`config.mk`:
```
export PLATFORM = sky130hd
export DESIGN_NAME = pwr_req_ctrl
export DESIGN_NICKNAME = d
export VERILOG_FILES = /design/src/rtl/pwr_pkg.sv /design/src/rtl/pwr_quiet_timer.sv /design/src/rtl/pwr_req_ctrl.sv
export SDC_FILE = /design/constraint.sdc
export NUM_CORES = 1
export LEC_CHECK = 0
export ABC_AREA = 1
export ABC_CLOCK_PERIOD_IN_PS = 2100
export BUFFER_PORTS_ARGS = -buffer_cell sky130_fd_sc_hd__buf_2
export CAP_MARGIN = 20
export CORE_MARGIN = 10
export CORE_UTILIZATION = 35
export CTS_BUF_LIST = sky130_fd_sc_hd__clkbuf_8
export CTS_CLUSTER_SIZE = 14
export DETAILED_ROUTE_END_ITERATION = 12
export PLACE_DENSITY = 0.62
export SYNTH_ARGS = -nofsm -noshare
export SYNTH_HDL_FRONTEND = slang
export SYNTH_SLANG_ARGS = --single-unit
```
`constraint.sdc`:
```
create_clock -name i_sys_clk -period 2.1 [get_ports i_sys_clk]
set_input_delay 0.105 -clock i_sys_clk [delete_from_list [all_inputs] [get_ports i_sys_clk]]
set_output_delay 0.105 -clock i_sys_clk [all_outputs]
set_load 0.05 [all_outputs]
```
`src/rtl/pwr_pkg.sv`:
```
// Shared definitions for the power-request initiator: power-state codes,
// handshake FSM encoding and wake-kick cadence.
package pwr_pkg;

    localparam logic [1:0] PWR_ACTIVE = 2'b00;
    localparam logic [1:0] PWR_IDLE   = 2'b01;
    localparam logic [1:0] PWR_SLEEP  = 2'b10;
    localparam logic [1:0] PWR_OFF    = 2'b11;

    typedef enum logic [1:0] {
        ST_STABLE = 2'd0,
        ST_QUIET  = 2'd1,
        ST_REQ    = 2'd2
    } pwr_fsm_e;

    localparam int KICK_LOG2   = 3;
    localparam int KICK_PERIOD = 1 << KICK_LOG2;

    // Waking up is always allowed; otherwise only a deeper state may be requested.
    function automatic logic req_is_legal(input logic [1:0] target, input logic [1:0] cur);
        return (target == PWR_ACTIVE) || (target > cur);
    endfunction

endpackage

```
`src/rtl/pwr_quiet_timer.sv`:
```
// Loadable saturating up-counter shared by the bus-quiet wait and the ack timeout.
module pwr_quiet_timer #(
    parameter int CNT_W = 16
) (
    input  logic             i_sys_clk,
    input  logic             i_rst,
    input  logic             i_clr,
    input  logic             i_load,
    input  logic [CNT_W-1:0] i_load_val,
    input  logic             i_inc,
    input  logic [CNT_W-1:0] i_limit,
    output logic [CNT_W-1:0] o_count,
    output logic             o_tc
);

    logic [CNT_W-1:0] count_q;
    logic [CNT_W-1:0] count_d;
    logic             at_max;

    assign at_max = &count_q;

    always_comb begin
        count_d = count_q;
        if (i_clr) begin
            count_d = '0;
        end else if (i_load) begin
            count_d = i_load_val;
        end else if (i_inc && !at_max) begin
            count_d = count_q + 1'b1;
        end
    end

    always_ff @(posedge i_sys_clk) begin
        if (i_rst) begin
            count_q <= '0;
        end else begin
            count_q <= count_d;
        end
    end

    assign o_count = count_q;
    // Terminal count flags the increment that makes the count equal the limit.
    assign o_tc    = i_inc && ((count_q + 1'b1) == i_limit);

endmodule

```
`src/rtl/pwr_req_ctrl.sv`:
```
// Initiator side of the power-state handshake: legality check, bus-quiet wait,
// request/ack with timeout, wake handling and status pulses.
module pwr_req_ctrl
    import pwr_pkg::*;
#(
    parameter int ACK_TIMEOUT  = 2048,
    parameter int QUIET_CYCLES = 16,
    parameter int CNT_W        = 16
) (
    input  logic       i_sys_clk,
    input  logic       i_rst,
    input  logic       i_sw_req_valid,
    input  logic [1:0] i_sw_req_state,
    input  logic       i_xfer_busy,
    input  logic [1:0] i_power_state_ack,
    input  logic       i_wake_up_event,
    input  logic       i_err_clr,
    output logic [1:0] o_power_state_req,
    output logic       o_wake_up_en,
    output logic       o_wake_kick,
    output logic [1:0] o_cur_state,
    output logic       o_busy,
    output logic       o_done,
    output logic       o_req_reject,
    output logic       o_timeout_err,
    output logic       o_wake_irq
);

    pwr_fsm_e   state_q, state_d;
    logic [1:0] target_q, target_d;
    logic [1:0] req_q, req_d;
    logic [1:0] cur_q, cur_d;
    logic [1:0] ack_q;
    logic       wake_en_q, wake_en_d;
    logic       kick_mode_q, kick_mode_d;
    logic       kick_q, kick_d;
    logic       done_q, done_d;
    logic       reject_q, reject_d;
    logic       terr_q, terr_d;
    logic       wake_irq_q, wake_irq_d;
    logic       terr_set;
    logic       active_req;

    logic             tmr_clr;
    logic             tmr_inc;
    logic [CNT_W-1:0] tmr_limit;
    logic [CNT_W-1:0] tmr_count;
    logic             tmr_tc;

    // Counter idles at zero in ST_STABLE so each handshake phase starts from a clean count.
    assign tmr_inc   = ((state_q == ST_QUIET) && !i_xfer_busy) || (state_q == ST_REQ);
    assign tmr_clr   = (state_q == ST_STABLE) ||
                       ((state_q == ST_QUIET) && (i_xfer_busy || tmr_tc));
    assign tmr_limit = (state_q == ST_QUIET) ? CNT_W'(QUIET_CYCLES) : CNT_W'(ACK_TIMEOUT);

    pwr_quiet_timer #(
        .CNT_W (CNT_W)
    ) u_timer (
        .i_sys_clk  (i_sys_clk),
        .i_rst      (i_rst),
        .i_clr      (tmr_clr),
        .i_load     (1'b0),
        .i_load_val ({CNT_W{1'b0}}),
        .i_inc      (tmr_inc),
        .i_limit    (tmr_limit),
        .o_count    (tmr_count),
        .o_tc       (tmr_tc)
    );

    assign active_req = (state_q == ST_REQ) && (target_q == PWR_ACTIVE);

    always_comb begin
        state_d     = state_q;
        target_d    = target_q;
        req_d       = req_q;
        cur_d       = cur_q;
        wake_en_d   = wake_en_q;
        kick_mode_d = kick_mode_q;
        kick_d      = 1'b0;
        done_d      = 1'b0;
        reject_d    = 1'b0;
        wake_irq_d  = 1'b0;
        terr_set    = 1'b0;

        if (i_wake_up_event && !active_req) begin
            // The power manager woke us on its own: drop anything low-power in flight.
            req_d      = PWR_ACTIVE;
            cur_d      = PWR_ACTIVE;
            wake_en_d  = 1'b0;
            wake_irq_d = 1'b1;
            reject_d   = i_sw_req_valid;
            state_d    = ST_STABLE;
        end else begin
            case (state_q)
                ST_STABLE: begin
                    if (i_sw_req_valid) begin
                        if (i_sw_req_state == cur_q) begin
                            done_d = 1'b1;
                        end else if (!req_is_legal(i_sw_req_state, cur_q)) begin
                            reject_d = 1'b1;
                        end else if (i_sw_req_state == PWR_ACTIVE) begin
                            state_d     = ST_REQ;
                            target_d    = PWR_ACTIVE;
                            req_d       = PWR_ACTIVE;
                            wake_en_d   = (cur_q == PWR_OFF);
                            kick_mode_d = (cur_q == PWR_IDLE) || (cur_q == PWR_SLEEP);
                            kick_d      = kick_mode_d;
                        end else begin
                            state_d  = ST_QUIET;
                            target_d = i_sw_req_state;
                        end
                    end else if (i_power_state_ack != ack_q) begin
                        cur_d = i_power_state_ack;
                    end
                end
                ST_QUIET: begin
                    reject_d = i_sw_req_valid;
                    if (tmr_tc) begin
                        state_d     = ST_REQ;
                        req_d       = target_q;
                        kick_mode_d = 1'b0;
                        wake_en_d   = 1'b0;
                    end
                end
                ST_REQ: begin
                    reject_d = i_sw_req_valid;
                    if (i_power_state_ack == target_q) begin
                        cur_d     = target_q;
                        done_d    = 1'b1;
                        wake_en_d = 1'b0;
                        state_d   = ST_STABLE;
                    end else if (tmr_tc) begin
                        terr_set  = 1'b1;
                        req_d     = cur_q;
                        wake_en_d = 1'b0;
                        state_d   = ST_STABLE;
                    end else begin
                        kick_d = kick_mode_q &&
                                 ((tmr_count % CNT_W'(KICK_PERIOD)) == CNT_W'(KICK_PERIOD - 1));
                    end
                end
                default: begin
                    state_d = ST_STABLE;
                end
            endcase
        end

        if (terr_set) begin
            terr_d = 1'b1;
        end else if (i_err_clr) begin
            terr_d = 1'b0;
        end else begin
            terr_d = terr_q;
        end
    end

    always_ff @(posedge i_sys_clk) begin
        if (i_rst) begin
            state_q     <= ST_STABLE;
            target_q    <= PWR_ACTIVE;
            req_q       <= PWR_ACTIVE;
            cur_q       <= PWR_ACTIVE;
            ack_q       <= PWR_ACTIVE;
            wake_en_q   <= 1'b0;
            kick_mode_q <= 1'b0;
            kick_q      <= 1'b0;
            done_q      <= 1'b0;
            reject_q    <= 1'b0;
            terr_q      <= 1'b0;
            wake_irq_q  <= 1'b0;
        end else begin
            state_q     <= state_d;
            target_q    <= target_d;
            req_q       <= req_d;
            cur_q       <= cur_d;
            ack_q       <= i_power_state_ack;
            wake_en_q   <= wake_en_d;
            kick_mode_q <= kick_mode_d;
            kick_q      <= kick_d;
            done_q      <= done_d;
            reject_q    <= reject_d;
            terr_q      <= terr_d;
            wake_irq_q  <= wake_irq_d;
        end
    end

    assign o_power_state_req = req_q;
    assign o_wake_up_en      = wake_en_q;
    assign o_wake_kick       = kick_q;
    assign o_cur_state       = cur_q;
    assign o_busy            = (state_q != ST_STABLE);
    assign o_done            = done_q;
    assign o_req_reject      = reject_q;
    assign o_timeout_err     = terr_q;
    assign o_wake_irq        = wake_irq_q;

endmodule

```
==> results.json <==
{
  "area.growth.synth_to_final_pct": 34.8,
  "m1WireLength_mm": 2.70,
  "cts_buffers": 5,
  "ys_top_cells_by_area": "dfxtp_1 31%, nand2_1 17%, inv_1 6.7%",
  "hold_class": "in2reg",
  "worst_pin_slew_ps": 482,
  "highest_layer": "met4",
  "crit_type": "reg2reg",
  "fp.dieH_um": 98.1,
  "peakVddDrop_uv": 446,
  "synth_common_cells": "98 x nand2_1, 38 x inv_1, 33 x dfxtp_1",
  "status": "complete, but fails checks",
  "powerDensity_nw_per_um2": 728,
  "endpoint_kind": "flop",
  "cp-startpoint": "u_timer.o_count[0]",
  "met3_length_um": 238,
  "cp.arrival_ps": 2370,
  "path_clk_slew_ps": 80,
  "finalHoldViolCount": 0,
  "io_buffers": 20,
  "seq_area_um2": 674,
  "crit_path_end": "state_q[1]",
  "synth_edf_count": 0,
  "finalWirelength_mm": 6.03,
  "ys_ff_latch": 33,
  "via_per_inst": 4.99,
  "slew_headroom": 0.676,
  "yosysMostFrequentCell": "nand2_1",
  "initial_core_util": 0.361,
  "first_global_vias": 2165,
  "diodes": 0,
  "drtIter0Drc": 122,
  "final-setup-viol-count": 20,
  "fin_worst_skew_ps": 11.5,
  "critPathLaunchType": "flop",
  "drive_gt1_frac": 0.325,
  "num_vias": 2244,
  "antenna_found_initial": 0,
  "r2r_end": "state_q[1]",
  "cp_data_required_time_ps": 2280,
  "syn-num-nets": 342,
  "nFillCells": 566,
  "final_util": 0.487,
  "layout.nets": 394,
  "maxSlewViolCount": 0,
  "grt_max_degree": 14,
  "dr_wl_met2_mm": 2.96,
  "dr.pass1.iters": 4,
  "period_share": 1.04,
  "rows": 28,
  "synth_top_area_frac": 0.309,
  "place_area_um2": 2460,
  "grt_use_total": 0.118,
  "synthCells": 322,
  "cts_tree": "done",
  "gr-total-overflow": 0,
  "die_w_um": 98.1,
  "synthesis.area_um2": 2140,
  "r2r_cells": 14,
  "cts_buffer_depth": 2,
  "cts_sinks": 33,
  "min_from": "i_rst",
  "ios": 21,
  "synth_top_cell_by_area": "dfxtp_1",
  "max_freq_mhz": 456,
  "final_area_um2": 2880,
  "ys_types": 32,
  "synth_ff_type": "dfxtp_1",
  "violations": "setup timing",
  "postSynth.asyncResetShare": 0,
  "clock_latency_ps": 290,
  "yosysSeqAreaShare": 0.309,
  "r2r_start": "u_timer.o_count[0]",
  "grt_setup_unrepaired": "true",
  "drc": 0,
  "cts-htree-levels": 2,
  "p_leak_nw": 1.20,
  "routedWlPerCell_um": 13.4,
  "ctsRootBufferMaster": "clkbuf_8",
  "gp_congestion": 0.863,
  "dp_hpwl_mm": 4.34,
  "hold_buffers": 0,
  "multi_input_area_um2": 1480,
  "die_area_um2": 9630,
  "grt_pass1_wl_mm": 9.69,
  "finalWorstSetupSlack_ps": -91.2,
  "cap_viol_max_count": 0,
  "ant_nets": 0,
  "fp.coreArea_um2": 5920,
  "worst-r2r-setup-slack_ps": -90,
  "crit_fanout": 5,
  "syn_area_per_cell_um2": 6.64,
  "period_needed_ps": 2190,
  "yosys_warnings": 0
}
power breakdown:
part           total [W]  switching, W  internal, W
logic           0.000769      0.000502     0.000266
registers       0.000687     0.0000256     0.000661
clock network   0.000641      0.000255     0.000386
worst max-delay path: stages (launching register included):
cell,delay (ps)
dfxtp_4,400
ha_4,170
nand3_1,100
nand2_1,110
nand2_1,90
nand2_1,70
nand2_1,70
nor2_1,190
nand3_2,120
nor2_4,180
nand3_4,110
nand2_4,110
nand3_4,100
nor3_4,210
nor2_2,60
flip-flops by register name, summed over array words and instances (netlist names):
register           count
u_timer.o_count       16
state_q                2
o_power_state_req      2
o_wake_kick            1
o_wake_irq             1
o_wake_up_en           1
target_q               2
o_timeout_err          1
ack_q                  2
o_req_reject           1
o_done                 1
o_cur_state            2
kick_mode_q            1
how the worst min path moves through the flow:
| stage | to | cells past startpoint |
|---|---|---|
| after floorplan | o_timeout_err | 1 |
| after detailed placement | o_timeout_err | 2 |
| after CTS | o_timeout_err | 2 |
| after global placement | o_timeout_err | 2 |
| after global routing | ack_q[1] | 2 |
| final | o_timeout_err | 2 |
what timing repair did:
item / in CTS / in global routing
gates cloned: 0 / 1
pin swaps: 2 / 19
setup endpoints to repair: 21 / 22
setup buffers: 3 / 4
resized for setup: 6 / 44
kinds of logic (layout without fill, tap and decap cells):
logic type               after synthesis  after routing  synth area share
AND/OR/NAND/NOR                      183            183             0.391
buffers and inverters                 43             96            0.0808
flip-flops                            33             33             0.309
AO/OA/AOI/OAI                         51             51             0.152
adder cells (fa/ha/maj)               10             10            0.0585
XOR/XNOR                               2              2           0.00820
layout by cell type, fill, tap and decap left out, drive strengths merged, types with 3 or more instances in the layout:
master,Yosys,routed
inv,39,39
nand4,10,10
o21bai,5,5
o22ai,3,3
nand2,103,103
nand3,24,24
clkbuf,2,7
ha,10,10
a21oi,29,29
o21ai,7,7
nor2,41,41
dfxtp,33,33
buf,2,48
area by class of cell:
class,count,area share
Clock buffer,6,0.0287
Clock inverter,2,0.0130
Inverter,39,0.0508
Multi-Input combinational cell,246,0.513
Sequential cell,33,0.234
Tap cell,75,0.0326
Timing Repair Buffer,49,0.128
layer usage:
layer	vias up	GRT usage
met5	-	0
met4	0	0.0551
met3	9	0.0282
met2	40	0.198
met1	1036	0.139
li1	1159	-
metrics by stage:
stage	total power [W]	instances	setup TNS, ps	hold slack, ps	worst slack, ps
3_5_place_dp	0.00134	434	-1910	347	-126
4_1_cts	0.00202	445	0	23.9	0.621
2_1_floorplan	0.00115	322	0	174	66.7
3_3_place_gp	0.00134	434	-167	340	-33.8
5_1_grt	0.00222	450	-4070	42.6	-265
6_report	0.00210	450	-634	33.8	-91.2
No activity file was read; power rests on OpenSTA's default activity.
